$ cat config.mk
export PLATFORM = sky130hd
export DESIGN_NAME = axil_arbiter
export DESIGN_NICKNAME = d
export VERILOG_FILES = /design/src/rtl/axil_pkg.sv /design/src/rtl/rr_arb2.sv /design/src/rtl/axil_arbiter.sv
export SDC_FILE = /design/constraint.sdc
export NUM_CORES = 1
export LEC_CHECK = 0
export CAP_MARGIN = 30
export CORE_AREA = 5 5 167 169
export CTS_BUF_LIST = sky130_fd_sc_hd__clkbuf_8
export DETAILED_ROUTE_END_ITERATION = 10
export DIE_AREA = 0 0 172 174
export PLACE_DENSITY = 0.52
export RECOVER_POWER = 100
export SYNTH_ARGS = -nofsm -noshare
export SYNTH_HDL_FRONTEND = slang
export SYNTH_HIERARCHICAL = 1
export SYNTH_SLANG_ARGS = --single-unit
export TNS_END_PERCENT = 10
$ cat constraint.sdc
create_clock -name clk -period 2 [get_ports clk]
set_clock_uncertainty 0.15 [all_clocks]
set_input_delay 0.4 -clock clk [delete_from_list [all_inputs] [get_ports clk]]
set_output_delay 0.4 -clock clk [all_outputs]
set_load 0.02 [all_outputs]
$ cat src/rtl/axil_pkg.sv
// ---------------------------------------------------------------------------
// axil_pkg
// Shared types for the two-master AXI-Lite arbiter slice.
//   axil_req_t : master-to-slave channel bundle (AW, W, B-ready, AR, R-ready)
//   axil_rsp_t : slave-to-master channel bundle (AW/W ready, B, AR ready, R)
//   state_t    : arbiter FSM encoding with ST_* constants
//   RESP_*     : AXI response codes
// ---------------------------------------------------------------------------
package axil_pkg;

   typedef struct packed {
      logic [31:0] awaddr;
      logic        awvalid;
      logic [31:0] wdata;
      logic [3:0]  wstrb;
      logic        wvalid;
      logic        bready;
      logic [31:0] araddr;
      logic        arvalid;
      logic        rready;
   } axil_req_t;

   typedef struct packed {
      logic        awready;
      logic        wready;
      logic [1:0]  bresp;
      logic        bvalid;
      logic        arready;
      logic [31:0] rdata;
      logic [1:0]  rresp;
      logic        rvalid;
   } axil_rsp_t;

   // Arbiter state encoding (kept as plain constants for legacy tools)
   typedef logic [2:0] state_t;
   localparam state_t ST_IDLE = 3'd0;
   localparam state_t ST_AR   = 3'd1;
   localparam state_t ST_R    = 3'd2;
   localparam state_t ST_AWW  = 3'd3;
   localparam state_t ST_B    = 3'd4;

   localparam logic [1:0] RESP_OKAY   = 2'b00;
   localparam logic [1:0] RESP_SLVERR = 2'b10;

endpackage

$ cat src/rtl/rr_arb2.sv
// ---------------------------------------------------------------------------
// rr_arb2
// Two-way round-robin winner pick, purely combinational.
//   req  : request bits, one per master
//   last : index of the master that was granted last
//   gnt  : one-hot winner, 0 when nobody requests
// ---------------------------------------------------------------------------
module rr_arb2 (
   input  logic [1:0] req,
   input  logic       last,
   output logic [1:0] gnt
);

   // On a tie the master that did not go last wins; a lone requester always wins.
   always_comb begin
      gnt = 2'b00;
      case (req)
         2'b01:   gnt = 2'b01;
         2'b10:   gnt = 2'b10;
         2'b11:   gnt = last ? 2'b01 : 2'b10;
         default: gnt = 2'b00;
      endcase
   end

endmodule

$ cat src/rtl/axil_arbiter.sv
// ---------------------------------------------------------------------------
// axil_arbiter
// Shares one AXI-Lite slave (UART/MMIO) between two masters (m0 = IFU,
// m1 = LSU) with a single outstanding transaction at a time.
//   clk   : clock, all state changes on posedge
//   rst   : asynchronous active-low reset
//   m_req : per-master request bundles
//   m_rsp : per-master response bundles (non-owner always sees zeros)
//   s_req : request bundle to the shared slave
//   s_rsp : response bundle from the shared slave
//   grant : one-hot current owner, 0 when idle
//   busy  : high whenever a transaction is in progress
// ---------------------------------------------------------------------------
module axil_arbiter
   import axil_pkg::*;
(
   input  logic      clk,
   input  logic      rst,
   input  axil_req_t m_req [2],
   output axil_rsp_t m_rsp [2],
   output axil_req_t s_req,
   input  axil_rsp_t s_rsp,
   output logic [1:0] grant,
   output logic      busy
);

   state_t     state;
   logic       owner;
   logic       last_grant;
   logic       aw_done;
   logic       w_done;
   logic [1:0] req_vec;
   logic [1:0] win;
   axil_req_t  sel;
   logic       ar_hs;
   logic       r_hs;
   logic       aw_hs;
   logic       w_hs;
   logic       b_hs;

   assign req_vec[0] = m_req[0].arvalid | m_req[0].awvalid;
   assign req_vec[1] = m_req[1].arvalid | m_req[1].awvalid;

   rr_arb2 u_rr_arb2 (
      .req  (req_vec),
      .last (last_grant),
      .gnt  (win)
   );

   assign sel  = m_req[owner];
   assign busy = (state != ST_IDLE);

   // Handshakes are qualified by the routed valids/readies, which are only
   // non-zero in the state that owns that channel.
   assign ar_hs = s_req.arvalid & s_rsp.arready;
   assign r_hs  = s_rsp.rvalid  & s_req.rready;
   assign aw_hs = s_req.awvalid & s_rsp.awready;
   assign w_hs  = s_req.wvalid  & s_rsp.wready;
   assign b_hs  = s_rsp.bvalid  & s_req.bready;

   // Channel routing: everything defaults to zero so the non-owner and the
   // idle state never see a stray valid or ready. Only the channel belonging
   // to the current state is connected between owner and slave.
   always_comb begin
      s_req    = '0;
      m_rsp[0] = '0;
      m_rsp[1] = '0;
      if (state != ST_IDLE) begin
         s_req.awaddr = sel.awaddr;
         s_req.wdata  = sel.wdata;
         s_req.wstrb  = sel.wstrb;
         s_req.araddr = sel.araddr;
      end
      case (state)
         ST_AR: begin
            s_req.arvalid         = sel.arvalid;
            m_rsp[owner].arready  = s_rsp.arready;
         end
         ST_R: begin
            s_req.rready          = sel.rready;
            m_rsp[owner].rdata    = s_rsp.rdata;
            m_rsp[owner].rresp    = s_rsp.rresp;
            m_rsp[owner].rvalid   = s_rsp.rvalid;
         end
         ST_AWW: begin
            s_req.awvalid         = sel.awvalid & ~aw_done;
            s_req.wvalid          = sel.wvalid  & ~w_done;
            m_rsp[owner].awready  = s_rsp.awready & ~aw_done;
            m_rsp[owner].wready   = s_rsp.wready  & ~w_done;
         end
         ST_B: begin
            s_req.bready          = sel.bready;
            m_rsp[owner].bresp    = s_rsp.bresp;
            m_rsp[owner].bvalid   = s_rsp.bvalid;
         end
         default: ;
      endcase
   end

   // Transaction FSM. The arbitration result is registered in IDLE, so the
   // winner's request reaches the slave one cycle after it was first seen.
   // Writes win over reads when the winner presents both. grant is held from
   // the arbitration cycle until the final handshake, and last_grant is only
   // updated when a transaction completes.
   always_ff @(posedge clk or negedge rst) begin
      if (!rst) begin
         state      <= ST_IDLE;
         owner      <= 1'b0;
         last_grant <= 1'b1;
         aw_done    <= 1'b0;
         w_done     <= 1'b0;
         grant      <= 2'b00;
      end else begin
         case (state)
            ST_IDLE: begin
               if (win != 2'b00) begin
                  grant <= win;
                  owner <= win[1];
                  state <= m_req[win[1]].awvalid ? ST_AWW : ST_AR;
               end
            end
            ST_AR: begin
               if (ar_hs) state <= ST_R;
            end
            ST_R: begin
               if (r_hs) begin
                  state      <= ST_IDLE;
                  last_grant <= owner;
                  grant      <= 2'b00;
               end
            end
            ST_AWW: begin
               if (aw_hs) aw_done <= 1'b1;
               if (w_hs)  w_done  <= 1'b1;
               if ((aw_done | aw_hs) && (w_done | w_hs)) state <= ST_B;
            end
            ST_B: begin
               if (b_hs) begin
                  state      <= ST_IDLE;
                  last_grant <= owner;
                  grant      <= 2'b00;
                  aw_done    <= 1'b0;
                  w_done     <= 1'b0;
               end
            end
            default: state <= ST_IDLE;
         endcase
      end
   end

endmodule

# Word level (Yosys, flattened, before mapping)
# Cells that the tools add are included.
dict set report classes {
  order_cmp 3
  eq_ne 14
  mux 56
  bitwise 21
  n_reduce_logical 14
}
# op n
set op_table {}
lappend op_table {{$and A82 B82 Y82} 4}
lappend op_table {{$bwmux W82} 4}
lappend op_table {{$demux W41 S1} 8}
lappend op_table {{$pmux W82 S4} 1}
lappend op_table {{$mux W105} 3}
lappend op_table {{$mux W73} 3}
lappend op_table {{$mux W36} 2}
lappend op_table {{$mux W32} 2}
lappend op_table {{$mux W41} 1}
lappend op_table {{$mux W40} 1}
lappend op_table {{$mux W39} 1}
lappend op_table {{$mux W37} 1}
lappend op_table {{$mux W35} 1}
lappend op_table {{$mux W3} 6}
lappend op_table {{$pmux W3 S5} 1}
lappend op_table {{$ne A2 B2 Y1 const B} 7}
lappend op_table {{$pmux W2 S3} 2}
lappend op_table {{$mux W1} 11}
lappend op_table {{$mux W2} 5}
lappend op_table {{$and A1 B1 Y1} 9}
lappend op_table {{$reduce_and A3 Y1} 3}
lappend op_table {{$eq A3 B2 Y1 const B} 2}
lappend op_table {{$pmux W1 S2} 3}
lappend op_table {{$reduce_bool A2 Y1} 3}
lappend op_table {{15 further kinds} 24}
dict set report totals {
  ff_bits 9
  in_bits 253
  out_inout_bits 190
  elab_cells 114
}

# Logic depth before layout (Yosys ltp)
dict set report depth {
  word_depth 11
  ltp_mapped 6
  ltp_nobuf 6
}

# By module
# The synthesis kept the hierarchy.
# module n_inst cells_per_inst area_per_inst_um2 seq_area_each_um2
set modules_own_cells {}
lappend modules_own_cells {axil_arbiter 1 395 2740.1 226.5}
lappend modules_own_cells {rr_arb2 1 3 18.8 0.0}

# Worst setup path before layout
# Ideal clock, no wire load.
dict set report synth_path {
  kind {reg-to-output}
  from {register owner}
  to {output port m_rsp[76] (netlist bit)}
  arrival_ps 1565
  required_ps 1450
  path_slack_ps -115
  stages_incl_launch_ff 6
  n_path_buf 4
  path_cell_list {dfrtp_1 > buf_2 > buf_4 > buf_2 > buf_2 > nor3b_1}
}
# element line_no
set synth_rtl {}
lappend synth_rtl {{start, declared} axil_arbiter.sv:28} ;# logic owner;
lappend synth_rtl {{start signal, assigned} axil_arbiter.sv:118} ;# owner <= win[1];
lappend synth_rtl {{end, declared} axil_arbiter.sv:20} ;# output axil_rsp_t m_rsp [2],

==> summary.md <==
| Metric | Value |
|---|---|
| Syn. warnings | `6` |
| Worst-Margin Slew | `approximately 420 ps` |
| Routed via count | `4816` |
| Post-Synthesis Cells | `just under 400` |
| Filler cells | `2859` |
| Register area share after synthesis | `around 8%` |
| Die width | `172 um` |
| CTS Buffer Depth | `2` |
| Crit path time final | `2260 ps` |
| Most frequent CP cell | `buf_6` |
| Starting Density | `between 10% and 20%` |
| Initial antenna violation count | `0` |
| Comb pwr share | `a little over nine tenths` |
| Global Route met2 Usage | `~23%` |
| CP peak stage delay | `roughly 420 ps` |
| Core Region | `26400 um^2` |
| Reg clk slew, reported paths | `approximately 50 ps` |
| Final worst-path cycle share | `113%` |
| Busiest grt layer | `met2` |
| Unique masters post-synth | `38` |
| Setup crit end kind | `output pin` |
| Worst VDD drop | `around 0.46 mV` |
| DRC Markers | `0` |
| Clock latency on the worst-skew pair | `230 ps` |
| Cts-stage hold buffer count | `0` |
| Area occupied by multi-input gates | `~2600 um^2` |
| Req. time, crit path | `approximately 1500 ps` |
| Setup violators final | `approximately 190` |
| Relative slew margins | `71.8%` |
| Clock net sink count | `9` |
| Pwr Total | `approximately 11000 uW` |
| Power Density | `roughly 1300 nW/um^2` |
| Non-Filler Instances | `roughly 1200` |
| Sequential power share | `about 3.9%` |
| Post-DP HPWL | `16600 um` |
| Largest net degree at the start of global routing | `38` |
| First-pass DRT Iterations | `4` |
| Reg-to-reg critical path endpoint | `last_grant$_DFFE_PN1P_` |
| Final Max Tran Viols | `0` |
| Fmax | `about 440 MHz` |
| Clk root buf | `clkbuf_8` |
| Leak | `between 0.004 and 0.005 uW` |
| Syn Nets | `roughly 650` |
| Core Rows | `60` |
| H-tree Lvls | `1` |
| Final Hold Fails | `0` |
| Post-Synthesis Cell Area | `around 2800 um^2` |
| Met3 Track Usage GR | `under 10%` |
| Met1 usage | `between 10% and 20%` |
| Max Fanout on Critical Path | `8` |
| Worst reg-to-reg setup slack | `-20 ps` |
| Diode count | `0` |
| Clock network power share | `2.0%` |
| Layout area overhead | `210%` |
| Run status | `finished with violations` |
| Critical path origin | `state[0]$_DFFE_PN0P_` |
| Routed wire length | `~20000 um` |
| Final #Nets | `1155` |
| Dpl cells | `approximately 1200` |
| Hold crit path type | `input pin to async pin` |
| Final setup margin | `-264 ps` |
| DR WL/cell | `between 15 and 20 um` |
| Switching share of power | `49.1%` |
| Psw | `5290 uW` |
| Die height | `around 170 um` |
| Failing checks | `setup timing` |
| Crit path max-delay cell type | `dfrtp_2` |
| Max-cap violations | `0` |
| FF+latch count, synth | `9` |
| Worst setup path class | `register to output pin` |
| # port buffers | `approximately 440` |
| I/O pins | `approximately 440` |
| GPL Wtd Cong | `0.817` |
| CTS tree | `built` |
| Vias per Instance | `3.88` |
| Worst setup path endpoint | `s_req[59]` |
| P_int | `about 5500 uW` |
| Crit start category | `register` |
| RSZ-0062 raised after global routing | `yes` |
| Worst-path cell chain | `buf_6, nor3_4, buf_6, buf_12, buf_12, clkbuf_16, nor2_2, buf_6` |
| TritonCTS Buffers | `3` |
| CP arrival | `approximately 1700 ps` |
| Iteration-0 DRC Markers | `between 50 and 60` |
| Seq. cell area | `233 um^2` |
| Layout cells sized above 1 | `40.2%` |
| Vias in the first global route | `4751` |
| First-pass GRT wire length | `27300 um` |
| Worst r2r path cells | `6` |
| Avg Inst Size Synth | `roughly 7 um^2` |
| Worst R2R Start | `owner$_DFFE_PN0P_` |
| Die area | `about 30000 um^2` |
| Post-route ant nets | `0` |
| GRT Total Usage | `11.6%` |
| Congestion Overflow GR | `0` |
[worst min path at each step]
stage	from	to	slack, ps	cells after the start
3_5_place_dp	w_done$_DFFE_PN0P_	w_done$_DFFE_PN0P_	370	2
3_3_place_gp	w_done$_DFFE_PN0P_	w_done$_DFFE_PN0P_	350	2
4_1_cts	rst	state[2]$_DFFE_PN0P_	330	1
2_1_floorplan	rst	aw_done$_DFFE_PN0P_	-50	0
6_report	rst	state[2]$_DFFE_PN0P_	390	1
5_1_grt	rst	state[2]$_DFFE_PN0P_	420	1
[cell usage in the layout (no fill, tap or decap), drive strengths merged, types with 3 or more instances in the layout]
master,n
buf,272
clkdlybuf4s50,247
nor2,109
mux2i,104
and3,41
and2,35
clkbuf,10
dfrtp,8
nand2,7
nor3b,6
inv,6
clkdlybuf4s15,5
dlymetal6s2s,4
nor3,4
o21ai,4
a21oi,4
o211ai,3
a22o,3
dlygate4sd3,3
mux2,3
[power by group through the flow]
stage	combinational, uW	sequential [uW]	clock (uW)
final	10100	422	210
after global routing	10800	439	233
after CTS	9280	438	218
after detailed placement	9530	421	0
after global placement	9560	419	0
after floorplan	4630	335	0
[routing by layer]
layer | wire length, um | share of wire, % | up-vias
li1 | - | - | 2385
met1 | 7500 | 37 | 2172
met2 | 10700 | 52 | 255
met3 | 2120 | 10 | 4
met4 | 81 | 0.40 | 0
met5 | 0 | 0 | -
[cells in the mapped netlist (all sizes together)]
master	number	area share [%]
o21ai	4	0.73
inv	6	0.82
dfrtp	8	7.3
mux2i	104	38
nand2b	2	0.45
nor3	4	1.1
a31oi	2	0.45
a31o	1	0.32
and3	41	9.3
nand3b	1	0.27
dfstp	1	0.95
a21boi	2	0.54
a22o	3	0.95
mux2	3	1.2
o221ai	1	0.32
or2	2	0.45
and2	35	7.9
a221oi	1	0.54
and2b	1	0.27
a21oi	4	1.1
nor3b	6	1.6
nor2	109	15
nor2b	1	0.23
or3b	1	0.32
nand3	2	0.36
nand4b	1	0.32
o41ai	1	0.32
a22oi	1	0.27
or3	1	0.23
clkbuf	15	2.0
o211ai	3	0.82
buf	24	4.9
nand2	7	0.95
[area by class of cell]
class,instances,share of cell area (%)
timing repair buffer,538,61.3
sequential,9,2.72
multi-input combinational,344,30.2
tap,341,4.99
clock buffer,3,0.483
clock inverter,1,0.0586
inverter,6,0.264
[stage by stage]
stage | TNS [ps] | worst slack [ps] | util [%] | hold slack, ps | area [um^2]
floorplan | -402 | -105 | - | -45.6 | 2760
global placement | -69280 | -445 | 30.7 | 351 | 8120
detailed placement | -71760 | -499 | 30.7 | 368 | 8120
CTS | -37070 | -344 | 30.7 | 335 | 8110
global route | -45410 | -329 | 32.3 | 419 | 8540
finish | -32020 | -264 | 32.3 | 388 | 8540
[state kept, by name, summed over array words and instances (netlist names)]
name,flops
owner,1
last_grant,1
grant,2
w_done,1
state,3
aw_done,1
[cells by family after synthesis]
family | synth area share [%]
muxes | 39.0
DFF | 8.21
buffers and inverters | 7.80
AOI/OAI and AO/OA | 6.39
and+or+nand+nor | 38.6
[worst max-delay path: cells and delay by family (launching register included)]
family / cells / cell delay (ps)
simple gates: 2 / 240
flops: 1 / 420
buf+inv: 6 / 800
[what timing repair did]
| item | in CTS | in global routing |
|---|---|---|
| buffers inserted | 8 | 12 |
| cloned | 2 | 4 |
| pin swaps | 7 | 29 |
| gates resized for setup | 799 | 252 |
| setup endpoints to repair | 193 | 194 |
Note: power is estimated with default switching activity, not from simulation.
